$ cat src/rtl/iob_native_rr_arbiter.sv
// Round-robin arbiter sharing one IOb Native subordinate between N_MANAGERS managers.
// One transaction in flight; grant is held through the read-data return.
module iob_native_rr_arbiter #(
  parameter int unsigned N_MANAGERS = 2,
  parameter int unsigned ADDR_W     = 32,
  parameter int unsigned DATA_W     = 32
) (
  input  logic                           clk_i,
  input  logic                           arst_n_i,
  input  logic                           cke_i,
  input  logic [N_MANAGERS-1:0]          m_valid_i,
  input  logic [N_MANAGERS*ADDR_W-1:0]   m_addr_i,
  input  logic [N_MANAGERS*DATA_W-1:0]   m_wdata_i,
  input  logic [N_MANAGERS*DATA_W/8-1:0] m_wstrb_i,
  output logic [N_MANAGERS-1:0]          m_ready_o,
  output logic [N_MANAGERS-1:0]          m_rvalid_o,
  output logic [N_MANAGERS*DATA_W-1:0]   m_rdata_o,
  output logic                           s_valid_o,
  output logic [ADDR_W-1:0]              s_addr_o,
  output logic [DATA_W-1:0]              s_wdata_o,
  output logic [DATA_W/8-1:0]            s_wstrb_o,
  input  logic                           s_ready_i,
  input  logic                           s_rvalid_i,
  input  logic [DATA_W-1:0]              s_rdata_i,
  output logic [$clog2(N_MANAGERS)-1:0]  grant_o,
  output logic                           busy_o
);

  localparam int unsigned GW = $clog2(N_MANAGERS);
  localparam int unsigned SW = DATA_W / 8;

  typedef enum logic [1:0] {StIdle, StGrant, StWaitRd} state_e;

  state_e        state_q;
  logic [GW-1:0] grant_idx_q;
  logic [GW-1:0] prio_ptr_q;
  logic [GW-1:0] winner;
  logic [GW-1:0] cand;
  logic [GW-1:0] nxt_ptr;
  logic          found;
  int unsigned   idx;

  // First requester at or above prio_ptr, wrapping around.
  always_comb begin
    winner = prio_ptr_q;
    found  = 1'b0;
    idx    = 0;
    cand   = '0;
    for (int unsigned i = 0; i < N_MANAGERS; i++) begin
      idx  = (32'(prio_ptr_q) + i) % N_MANAGERS;
      cand = GW'(idx);
      if (!found && m_valid_i[cand]) begin
        winner = cand;
        found  = 1'b1;
      end
    end
  end

  assign nxt_ptr = (grant_idx_q == GW'(N_MANAGERS - 1)) ? '0 : grant_idx_q + 1'b1;

  always_ff @(posedge clk_i or negedge arst_n_i) begin
    if (!arst_n_i) begin
      state_q     <= StIdle;
      grant_idx_q <= '0;
      prio_ptr_q  <= '0;
    end else if (cke_i) begin
      case (state_q)
        StIdle: begin
          if (found) begin
            grant_idx_q <= winner;
            state_q     <= StGrant;
          end
        end
        StGrant: begin
          if (!m_valid_i[grant_idx_q]) begin
            // Manager withdrew before handshake: abandon without rotating priority.
            state_q <= StIdle;
          end else if (s_ready_i) begin
            if (|s_wstrb_o) begin
              state_q    <= StIdle;
              prio_ptr_q <= nxt_ptr;
            end else begin
              state_q <= StWaitRd;
            end
          end
        end
        StWaitRd: begin
          if (s_rvalid_i) begin
            state_q    <= StIdle;
            prio_ptr_q <= nxt_ptr;
          end
        end
        default: state_q <= StIdle;
      endcase
    end
  end

  always_comb begin
    s_valid_o  = 1'b0;
    s_addr_o   = '0;
    s_wdata_o  = '0;
    s_wstrb_o  = '0;
    m_ready_o  = '0;
    m_rvalid_o = '0;
    if (state_q == StGrant) begin
      s_valid_o              = m_valid_i[grant_idx_q];
      s_addr_o               = m_addr_i[32'(grant_idx_q)*ADDR_W +: ADDR_W];
      s_wdata_o              = m_wdata_i[32'(grant_idx_q)*DATA_W +: DATA_W];
      s_wstrb_o              = m_wstrb_i[32'(grant_idx_q)*SW +: SW];
      m_ready_o[grant_idx_q] = s_ready_i;
    end else if (state_q == StWaitRd) begin
      m_rvalid_o[grant_idx_q] = s_rvalid_i;
    end
  end

  assign m_rdata_o = {N_MANAGERS{s_rdata_i}};
  assign grant_o   = grant_idx_q;
  assign busy_o    = (state_q != StIdle);

endmodule

$ cat config.mk
export PLATFORM = sky130hd
export DESIGN_NAME = iob_native_rr_arbiter
export DESIGN_NICKNAME = d
export VERILOG_FILES = /design/src/rtl/iob_native_rr_arbiter.sv
export SDC_FILE = /design/constraint.sdc
export NUM_CORES = 1
export LEC_CHECK = 0
export CAP_MARGIN = 10
export CORE_AREA = 8 8 116 118
export CTS_CLUSTER_DIAMETER = 50
export DETAILED_ROUTE_END_ITERATION = 12
export DIE_AREA = 0 0 124 126
export HOLD_SLACK_MARGIN = 0.12
export PLACE_DENSITY = 0.72
export SLEW_MARGIN = 5
export SYNTH_ARGS = -nofsm -noshare
export SYNTH_HDL_FRONTEND = slang
export SYNTH_SLANG_ARGS = --single-unit
$ cat constraint.sdc
create_clock -name clk_i -period 2 [get_ports clk_i]
set_input_delay 0.4 -clock clk_i [delete_from_list [all_inputs] [get_ports clk_i]]
set_output_delay 0.4 -clock clk_i [all_outputs]
set_load 0.005 [all_outputs]
==> results of run 1 <==
## cells in the mapped netlist, drive strengths merged
master | n | area (um2)
o22a | 1 | 8.760
inv | 1 | 3.750
o211ai | 1 | 7.510
dfrtp | 4 | 100.1
mux2 | 1 | 11.26
and3 | 2 | 12.51
or3 | 1 | 6.260
o21bai | 1 | 7.510
nor2b | 2 | 12.51
or2 | 1 | 6.260
clkbuf | 3 | 11.26
a21oi | 2 | 10.01
nand3 | 1 | 5.000
mux2i | 68 | 680.7
or4 | 2 | 15.01
o21ai | 3 | 15.01
nor2 | 71 | 266.5
nand2 | 6 | 22.52
buf | 77 | 551.8
nor4 | 2 | 12.51
a21o | 1 | 7.510
nand2b | 2 | 12.51
## where the power goes
part | switching, mW | total, mW | internal (mW)
Combinational | 1.42 | 3.40 | 1.98
Clock | 0.0619 | 0.326 | 0.264
Sequential | 0.0704 | 0.199 | 0.129
Total | 1.55 | 3.93 | 2.38
## cell usage in the layout, fill, tap and decap left out, types with 3 or more instances in the layout
master / count
clkbuf_16: 4
buf_12: 3
nand2_1: 5
dlygate4sd2_1: 34
nor2_1: 71
dlymetal6s2s_1: 28
buf_4: 18
mux2i_1: 66
clkbuf_2: 4
clkdlybuf4s50_1: 151
## what timing repair did
action	CTS	global route
resized for setup	41	43
pin swaps	0	1
gates cloned	0	2
setup buffers	2	8
endpoints found under the setup margin	73	40
## per-stage QoR
stage	cell area, um2	hold WS, ns
5_1_grt	3966	0.4037
3_3_place_gp	3726	0.5552
3_5_place_dp	3726	0.5729
2_1_floorplan	1787	0.1044
4_1_cts	3779	0.3893
6_report	3966	0.3813
## how the worst min path moves through the flow
stage                             end                   start  cells past startpoint
3_5_place_dp   prio_ptr_q$_DFFE_PN0P_  prio_ptr_q$_DFFE_PN0P_                      2
2_1_floorplan     grant_o$_DFFE_PN0P_                arst_n_i                      0
6_report       prio_ptr_q$_DFFE_PN0P_                arst_n_i                      1
5_1_grt        prio_ptr_q$_DFFE_PN0P_                arst_n_i                      1
3_3_place_gp   prio_ptr_q$_DFFE_PN0P_  prio_ptr_q$_DFFE_PN0P_                      2
4_1_cts        prio_ptr_q$_DFFE_PN0P_                arst_n_i                      1
## sequential cells by signal, summed over array words and instances (netlist names)
register / count
grant_o: 1
prio_ptr_q: 1
state_q: 2
## area by class of cell
class	count	area, um2	area share (%)
repair buffers	241	2439	61.48
flip-flops and latches	4	105.1	2.650
multi-input cells	168	1156	29.15
clock buffers	4	78.83	1.987
well taps	147	183.9	4.637
inverters	1	3.754	0.09464
## logic make-up after synthesis
family,after synthesis,share of synthesized area [%]
buf+inv,81,31.72
simple gates,90,20.80
flops,4,5.602
compound gates,9,3.152
mux,69,38.73
## layer usage
metal  share of wire (%)  track usage [%]
met1                  30            8.167
met2                  52            18.87
met3                  14            4.245
met4                 3.3            4.132
met5                   0                0
==> metrics.csv, run 1 <==
stage,metric,value,unit
status,status,finished with violations,
status,failing checks,setup timing,
die,Die Ht,126,um
worst_setup_path,critical path startpoint category,flop,
timing,clock skew,0.0003790,ns
cts,Worst-path clk slew,0.03,ns
flow_run,Max Cap Viol,0,
placement,Port Buf Inserts,217,
worst_setup_path,beginning of the critical path,grant_o$_DFFE_PN0P_,
synthesis,Yosys cell types,26,
hold_path,Tightest Hold Check Type,primary input to async pin,
timing,Final Hold Fails,0,
placement,Place WS,-0.09728,ns
die,starting density of the core,15.26,%
die,Core Area,11710,um2
cts,H-tree depth,1,
worst_setup_path,CP Class,flop to output pin,
cts,# hold bufs at CTS,0,
timing,minimum clock period,2.101,ns
synthesis,cells after synthesis,253,
drt,Remaining DRCs,0,
drt,number of vias per cell,4.032,
worst_setup_path,RR Startpoint,grant_o$_DFFE_PN0P_,
die,row count,40,
synthesis,warnings from Yosys,0,
placement,RePlAce Congestion,0.7572,
cts,CTS tree,done,
worst_setup_path,FF-to-FF End,state_q[1]$_DFFE_PN0P_,
die,I/O Pins,314,
global_routing,initial antenna violation count,0,
cts,Max clock buf depth,2,
drt,drt pass-1 iters,4,
timing,Slew @ Worst Pin,0.4437,ns
global_routing,vias in the first global route,2453,
global_routing,GRT Total Usage,9.714,%
global_routing,first-pass GRT wire length,12500,um
worst_setup_path,Worst Setup EP,s_valid_o,
power,Cell Pwr Density,990.0,nW/um2
worst_setup_path,CP Buf/Inv Count,4,
synthesis,Syn Nets,428,
final_layout,area grow syn2layout,122.0,%
timing,unrepaired setup endpoints after global routing,yes,
power,Max VDD drop,0.6949,mV
final_layout,nets@finish,594,
worst_setup_path,largest fanout on the critical path,6,
worst_setup_path,crit end category,output pin,
timing,Max-Slew Margin vs Limit,70.11,%
final_layout,layout cell share with drive strength beyond 1,9.809,%
worst_setup_path,"Critical Path, Cell by Cell",buf_4 -> buf_4 -> mux2_2 -> nand2_2 -> inv_1 -> dlygate4sd2_1,
timing,Final WS setup,-0.1008,ns
timing,Final Cycle Share,105.0,%
cts,CTS Root Cell,clkbuf_16,
drt,detailed-route via count,2278,
worst_setup_path,Slowest cell on crit path,dfrtp_4,
power,Design Power,3.927,mW
cts,clk_lat worst skew,0.23,ns
global_routing,pin count of the biggest net entering global routing,37,
drt,wire length per cell,15.95,um
synthesis,Syn Area/Cell,7.062,um2
worst_setup_path,most frequent cell on the critical path,buf_4,
final_layout,# diodes,0,
timing,post-route setup TNS,-1.599,ns
drt,post-route ant nets,0,
synthesis,"Cell Area, Synth",1787,um2
worst_setup_path,"Largest stage delay, worst path",0.53,ns
placement,Cell Count Post-Placement,549,
worst_setup_path,Critical Path RT,1.60,ns
cts,Num CTS Buffers,3,
drt,Starting DRT DRC Count,50,
worst_setup_path,Register-to-Register Setup Slack,0.06,ns
final_layout,Util after Layout,33.87,%
timing,fin. max-slew vios,0,
placement,DP HPWL,7469,um
worst_setup_path,Top Family by Delay on Critical Path,buffers and inverters,
global_routing,gr ovfl total,0,
worst_setup_path,r2r worst-path depth,7,
die,DIE AREA,15620,um2
worst_setup_path,WP depth,6,
timing,Max Fclk,476.0,MHz
die,die width,124,um
timing,final setup fails,39,
synthesis,register area share after synthesis,5.602,%
final_layout,Filler cells,1234,
drt,final WL,9009,um
worst_setup_path,Worst Path Arrival,1.70,ns
power,LEAKAGE,2.299,nW
final_layout,fin cells,565,
cts,CTS Sinks,4,
synthesis,Synth Register Bits,4,
No activity file was read; power rests on OpenSTA's default activity.
==> inputs of run 2 (changes only) <==
--- a/config.mk
+++ b/config.mk
@@ -6,13 +6,14 @@
 export NUM_CORES = 1
 export LEC_CHECK = 0
 export CAP_MARGIN = 10
-export CORE_AREA = 8 8 116 118
+export CORE_AREA = 2 2 120 122
 export CTS_CLUSTER_DIAMETER = 50
 export DETAILED_ROUTE_END_ITERATION = 12
-export DIE_AREA = 0 0 124 126
+export DIE_AREA = 0 0 122 124
 export HOLD_SLACK_MARGIN = 0.12
-export PLACE_DENSITY = 0.72
-export SLEW_MARGIN = 5
+export PLACE_DENSITY = 0.64
+export SKIP_LAST_GASP = 1
+export SLEW_MARGIN = 20
 export SYNTH_ARGS = -nofsm -noshare
 export SYNTH_HDL_FRONTEND = slang
 export SYNTH_SLANG_ARGS = --single-unit
==> run 2 against run 1 <==
Sequential share of layout area is 0.13 points lower. Worst hold slack worse by 0.0038 ns. Highest routed layer unchanged. Worst setup slack worse by 0.078 ns. The run still ends with setup timing left. Sequential power is 4% lower.
==> metrics.csv, run 2 (synthesized netlist as in run 1, its figures left out) <==
stage,metric,value,unit,change
timing,WHS,0.3775,ns,was 0.3813 ns
timing,Final Cycle Share,108.9,%,was 105.0%
power,Switching Power,1.607,mW,was 1.549 mW
final_layout,max FFs per register,2,,unchanged
worst_setup_path,crit end category,output pin,,unchanged
die,I/O Pins,314,,unchanged
die,starting density of the core,13.02,%,was 15.26%
final_layout,layout cell share with drive strength beyond 1,11.21,%,was 9.809%
cts,clk_lat worst skew,0.22,ns,was 0.23 ns
worst_setup_path,r2r worst-path depth,7,,unchanged
final_layout,area grow syn2layout,130.8,%,was 122.0%
worst_setup_path,Register-to-Register Setup Slack,-0.06,ns,was 0.06 ns
worst_setup_path,Worst Setup EP,s_addr_o[22],,was s_valid_o
global_routing,GRT Total Usage,9.426,%,was 9.714%
final_layout,Finished Cell Area,4124,um2,was 3966 um2
global_routing,first-pass GRT wire length,11360,um,was 12500 um
status,failing checks,setup timing,,unchanged
power,LEAKAGE,2.243,nW,was 2.299 nW
timing,unrepaired setup endpoints after global routing,yes,,unchanged
die,Die Ht,124,um,was 126 um
power,Internal,2.603,mW,was 2.378 mW
global_routing,initial antenna violation count,0,,unchanged
global_routing,pin count of the biggest net entering global routing,39,,was 37
cts,Num CTS Buffers,3,,unchanged
drt,detailed-route via count,2328,,was 2278
final_layout,Filler cells,1468,,was 1234
cts,CTS tree,done,,unchanged
final_layout,nets@finish,604,,was 594
timing,fin. max-slew vios,0,,unchanged
die,DIE AREA,15130,um2,was 15620 um2
power,Seq pwr share,4.6,%,was 5.1%
power,Comb pwr share,87.9,%,was 86.6%
worst_setup_path,beginning of the critical path,grant_o$_DFFE_PN0P_,,unchanged
final_layout,multi-input logic area,1146,um2,was 1156 um2
worst_setup_path,Top Family by Delay on Critical Path,buffers and inverters,,unchanged
power,Cell Pwr Density,1021,nW/um2,was 990.0 nW/um2
power,switching share of power,38.17,%,was 39.45%
hold_path,Tightest Hold Check Type,primary input to async pin,,unchanged
drt,drt pass-1 iters,4,,unchanged
worst_setup_path,critical path startpoint category,flop,,unchanged
timing,Final WS setup,-0.1787,ns,was -0.1008 ns
die,die width,122,um,was 124 um
drt,Starting DRT DRC Count,31,,was 50
global_routing,gr ovfl total,0,,unchanged
drt,wire length per cell,14.52,um,was 15.95 um
placement,placed inst area,3792,um2,was 3726 um2
cts,H-tree depth,1,,unchanged
final_layout,register cell area after layout,103.9,um2,was 105.1 um2
final_layout,Util after Layout,30.06,%,was 33.87%
placement,RePlAce Congestion,0.7468,,was 0.7572
final_layout,"commonest non-fill, non-tap cell in the layout",clkdlybuf4s50_1,,unchanged
global_routing,vias in the first global route,2220,,was 2453
worst_setup_path,WP depth,4,,was 6
final_layout,largest reg by FF count,state_q,,unchanged
worst_setup_path,largest fanout on the critical path,16,,was 6
timing,Max Fclk,459.0,MHz,was 476.0 MHz
power,Design Power,4.210,mW,was 3.927 mW
status,status,finished with violations,,unchanged
drt,number of vias per cell,3.829,,was 4.032
worst_setup_path,CP Buf/Inv Count,2,,was 4
timing,final setup fails,33,,was 39
power,Max VDD drop,0.5501,mV,was 0.6949 mV
flow_run,Max Cap Viol,0,,unchanged
timing,clock skew,0.001454,ns,was 0.0003790 ns
worst_setup_path,FF-to-FF End,state_q[1]$_DFFE_PN0P_,,unchanged
final_layout,# diodes,0,,unchanged
placement,DP HPWL,6946,um,was 7469 um
cts,CTS Sinks,4,,unchanged
drt,Remaining DRCs,0,,unchanged
cts,Worst-path clk slew,0.03,ns,about the same
timing,minimum clock period,2.179,ns,was 2.101 ns
worst_setup_path,Critical Path RT,1.60,ns,about the same
placement,Cell Count Post-Placement,587,,was 549
final_layout,fin cells,608,,was 565
die,row count,43,,was 40
worst_setup_path,RR Startpoint,grant_o$_DFFE_PN0P_,,unchanged
worst_setup_path,"Largest stage delay, worst path",0.56,ns,was 0.53 ns
worst_setup_path,Slowest cell on crit path,dfrtp_4,,unchanged
cts,CTS Root Cell,clkbuf_16,,unchanged
timing,Slew @ Worst Pin,0.4463,ns,was 0.4437 ns
drt,final WL,8826,um,was 9009 um
power,Clock Power Share,7.6,%,was 8.3%
timing,Final Hold Fails,0,,unchanged
drt,post-route ant nets,0,,unchanged
worst_setup_path,Worst Path Arrival,1.78,ns,was 1.70 ns
worst_setup_path,CP Class,flop to output pin,,unchanged
cts,Max clock buf depth,2,,unchanged
final_layout,"commonest cells after routing, fill and taps aside","161 x clkdlybuf4s50_1, 71 x nor2_1, 65 x mux2i_1, 34 x dlygate4sd2_1, 23 x buf_4",,"was 151 x clkdlybuf4s50_1, 71 x nor2_1, 66 x mux2i_1, 34 x dlygate4sd2_1, 28 x dlymetal6s2s_1"
die,Core Area,13720,um2,was 11710 um2
worst_setup_path,"Critical Path, Cell by Cell",clkbuf_16 -> mux2i_1 -> nor2_1 -> clkdlybuf4s50_1,,was buf_4 -> buf_4 -> mux2_2 -> nand2_2 -> inv_1 -> dlygate4sd2_1
timing,Max-Slew Margin vs Limit,69.93,%,was 70.11%
placement,Port Buf Inserts,217,,unchanged
## run 2: cell count changes in the layout (fill, tap and decap cells not counted), sizes merged
cell / previous run / this run
dlymetal6s2s: 28 / 20
buf: 23 / 32
clkbuf: 9 / 6
clkdlybuf4s15: 0 / 2
clkdlybuf4s50: 151 / 161
## run 2: area by class of cell
class / instances / share of cell area [%]
Sequential cell: 4 / 2.518
Timing Repair Buffer: 251 / 62.23
Multi-Input combinational cell: 168 / 27.79
Clock buffer: 4 / 1.911
Inverter: 1 / 0.09102
Tap cell: 180 / 5.461
## run 2: worst min path at each step
stage                           startpoint                     end
floorplan                         arst_n_i     grant_o$_DFFE_PN0P_
global placement    prio_ptr_q$_DFFE_PN0P_  prio_ptr_q$_DFFE_PN0P_
detailed placement  prio_ptr_q$_DFFE_PN0P_  prio_ptr_q$_DFFE_PN0P_
CTS                               arst_n_i     grant_o$_DFFE_PN0P_
global route                      arst_n_i     grant_o$_DFFE_PN0P_
finish                            arst_n_i     grant_o$_DFFE_PN0P_
## run 2: per-stage QoR
step / setup WS, ns / TNS [ns]
detailed placement: -0.08977 / -0.2788
global route: -0.2375 / -5.972
CTS: -0.1800 / -4.853
finish: -0.1787 / -3.240
floorplan: 0.3220 / 0
global placement: -0.08157 / -0.2051
## run 2: routing by layer
layer / up-vias / track usage (%) / routed length (um)
met1: 1016 / 10.01 / 3034
met2: 168 / 17.91 / 4529
met5: - / 0 / 0
li1: 1124 / - / -
met4: 0 / 2.371 / 131
met3: 20 / 3.068 / 1130
## run 2: power by group through the flow
stage / Clock, mW / Sequential (mW) / Combinational [mW]
floorplan: 0 / 0.159 / 1.65
global placement: 0 / 0.167 / 3.42
detailed placement: 0 / 0.167 / 3.46
CTS: 0.326 / 0.170 / 3.55
global route: 0.337 / 0.198 / 4.01
finish: 0.319 / 0.192 / 3.70
## run 2: what timing repair did
action                                  in CTS  in global routing
resized for setup                           42                 30
setup buffers                                9                  5
pin swaps                                    0                  1
hold buffers                                 0                  0
endpoints found under the setup margin      73                 53
cloned                                       1                  2
==> inputs of run 3 (changes only) <==
--- a/config.mk
+++ b/config.mk
@@ -11,7 +11,7 @@
 export DETAILED_ROUTE_END_ITERATION = 12
 export DIE_AREA = 0 0 122 124
 export HOLD_SLACK_MARGIN = 0.12
-export PLACE_DENSITY = 0.64
+export PLACE_DENSITY = 0.54
 export SKIP_LAST_GASP = 1
 export SLEW_MARGIN = 20
 export SYNTH_ARGS = -nofsm -noshare
==> run 3 against run 2 <==
Sequential power rose by 4%. Largest power group unchanged. Utilization shrank 0.30 points. The run still ends with setup timing left. Global-route usage increased by 0.12 points. Count of clock-buffer cells in the layout unchanged. Wire length decreased by 0.46%. Highest routed layer unchanged. Critical path depth stayed put.
==> metrics.csv, run 3 (synthesized netlist as in run 1, its figures left out) <==
stage,metric,value,unit,change
status,status,finished with violations,,unchanged
status,failing checks,setup timing,,unchanged
drt,Remaining DRCs,0,,unchanged
global_routing,GRT Total Usage,9.543,%,was 9.426%
drt,number of vias per cell,3.785,,was 3.829
global_routing,initial antenna violation count,0,,unchanged
timing,post-route setup TNS,-3.689,ns,was -3.240 ns
placement,Port Buf Inserts,217,,unchanged
timing,Slew @ Worst Pin,0.4340,ns,was 0.4463 ns
placement,Cell Count Post-Placement,585,,was 587
final_layout,layout cell share with drive strength beyond 1,13.88,%,was 11.21%
worst_setup_path,largest fanout on the critical path,14,,was 16
final_layout,area grow syn2layout,128.5,%,was 130.8%
final_layout,# diodes,0,,unchanged
worst_setup_path,CP Class,flop to output pin,,unchanged
drt,post-route ant nets,0,,unchanged
worst_setup_path,Critical Path RT,1.60,ns,about the same
timing,Max Fclk,472.5,MHz,was 459.0 MHz
final_layout,"commonest non-fill, non-tap cell in the layout",clkdlybuf4s50_1,,unchanged
flow_run,Max Cap Viol,0,,unchanged
die,starting density of the core,13.02,%,unchanged
timing,clock skew,0.002685,ns,was 0.001454 ns
final_layout,largest reg by FF count,state_q,,unchanged
drt,detailed-route via count,2290,,was 2328
die,die width,122,um,unchanged
power,LEAKAGE,2.018,nW,was 2.243 nW
cts,H-tree depth,1,,unchanged
die,DIE AREA,15130,um2,unchanged
timing,Final Hold Fails,0,,unchanged
final_layout,fin cells,605,,was 608
global_routing,first-pass GRT wire length,11410,um,was 11360 um
worst_setup_path,critical path startpoint category,flop,,unchanged
worst_setup_path,RR Startpoint,grant_o$_DFFE_PN0P_,,unchanged
die,Die Ht,124,um,unchanged
global_routing,gr ovfl total,0,,unchanged
hold_path,Tightest Hold Check Type,primary input to async pin,,unchanged
drt,final WL,8785,um,was 8826 um
die,Core Area,13720,um2,unchanged
timing,Final WS setup,-0.1163,ns,was -0.1787 ns
final_layout,nets@finish,601,,was 604
timing,WHS,0.3789,ns,was 0.3775 ns
timing,fin. max-slew vios,0,,unchanged
placement,DP HPWL,7019,um,was 6946 um
final_layout,"commonest cells after routing, fill and taps aside","170 x clkdlybuf4s50_1, 71 x nor2_1, 62 x mux2i_1, 29 x dlygate4sd2_1, 21 x buf_4",,"was 161 x clkdlybuf4s50_1, 71 x nor2_1, 65 x mux2i_1, 34 x dlygate4sd2_1, 23 x buf_4"
cts,Num CTS Buffers,3,,unchanged
timing,unrepaired setup endpoints after global routing,yes,,unchanged
global_routing,pin count of the biggest net entering global routing,30,,was 39
cts,CTS Sinks,4,,unchanged
drt,Starting DRT DRC Count,29,,was 31
power,Max VDD drop,0.5265,mV,was 0.5501 mV
die,I/O Pins,314,,unchanged
final_layout,Util after Layout,29.76,%,was 30.06%
power,Design Power,4.304,mW,was 4.210 mW
cts,Worst-path clk slew,0.03,ns,about the same
cts,CTS Root Cell,clkbuf_16,,unchanged
drt,wire length per cell,14.52,um,about the same
cts,CTS tree,done,,unchanged
timing,final setup fails,44,,was 33
cts,Max clock buf depth,2,,unchanged
placement,RePlAce Congestion,0.7805,,was 0.7468
drt,drt pass-1 iters,4,,unchanged
placement,Place WS,-0.08501,ns,was -0.08977 ns
global_routing,vias in the first global route,2192,,was 2220
cts,# hold bufs at CTS,0,,unchanged
final_layout,max FFs per register,2,,unchanged
power,Cell Pwr Density,1054,nW/um2,was 1021 nW/um2
placement,placed inst area,3802,um2,was 3792 um2
final_layout,Finished Cell Area,4083,um2,was 4124 um2
timing,Max-Slew Margin vs Limit,70.76,%,was 69.93%
cts,clk_lat worst skew,0.23,ns,was 0.22 ns
timing,minimum clock period,2.116,ns,was 2.179 ns
worst_setup_path,Worst Path Arrival,1.72,ns,was 1.78 ns
worst_setup_path,crit end category,output pin,,unchanged
worst_setup_path,beginning of the critical path,grant_o$_DFFE_PN0P_,,unchanged
die,row count,43,,unchanged
timing,Final Cycle Share,105.8,%,was 108.9%
-- run 3: cell types whose count changed in the layout (fill, tap and decap cells not counted), moves of 5 or more --
cell,previous run,this run
clkdlybuf4s50_1,161,170
dlymetal6s2s_1,20,7
mux2i_4,0,5
clkbuf_2,0,11
dlygate4sd2_1,34,29
-- run 3: worst paths after layout --
path | to | slack [ns] | cells past startpoint
setup reg to reg | state_q[1]$_DFFE_PN0P_ | -0.06 | 8
hold / removal | prio_ptr_q$_DFFE_PN0P_ | 0.38 | 1
setup / recovery | s_addr_o[27] | -0.12 | 4
hold reg to reg | state_q[0]$_DFFE_PN0P_ | 0.58 | 1
max in group asynchronous | grant_o$_DFFE_PN0P_ | 1.43 | 1
min in group clk_i | state_q[0]$_DFFE_PN0P_ | 0.58 | 1
-- run 3: per-layer routing --
metal  wire (um)  vias up  global-route usage, %
li1            -     1118                      -
met1        3087     1029                  9.708
met4         104        0                  1.724
met3         914       12                  2.747
met2        4678      131                  19.27
met5           0        -                      0
-- run 3: timing repair --
action | in CTS | in global routing
setup buffers | 7 | 7
cloned | 1 | 1
endpoints found under the setup margin | 73 | 64
gates resized for setup | 47 | 44
pin swaps | 0 | 4
-- run 3: area by class of cell --
cell class | count | area, um2
Tap cell | 180 | 225.2
Clock buffer | 4 | 78.83
Inverter | 1 | 3.754
Timing Repair Buffer | 248 | 2466
Multi-Input combinational cell | 168 | 1204
Fill cell | 1433 | 9637
Sequential cell | 4 | 105.1
-- run 3: worst max-delay path, cell delays in order, from the launching register on --
cell and delay (ns):
dfrtp_4 0.54, clkbuf_16 0.22, mux2i_1 0.13, nor2_1 0.10, clkdlybuf4s50_1 0.51
-- run 3: where the power goes --
group	internal (mW)	leakage, nW	switching (mW)
Clock	0.264	0.0382	0.0623
Combinational	2.24	1.93	1.53
Sequential	0.129	0.0464	0.0714
Total	2.64	2.02	1.67
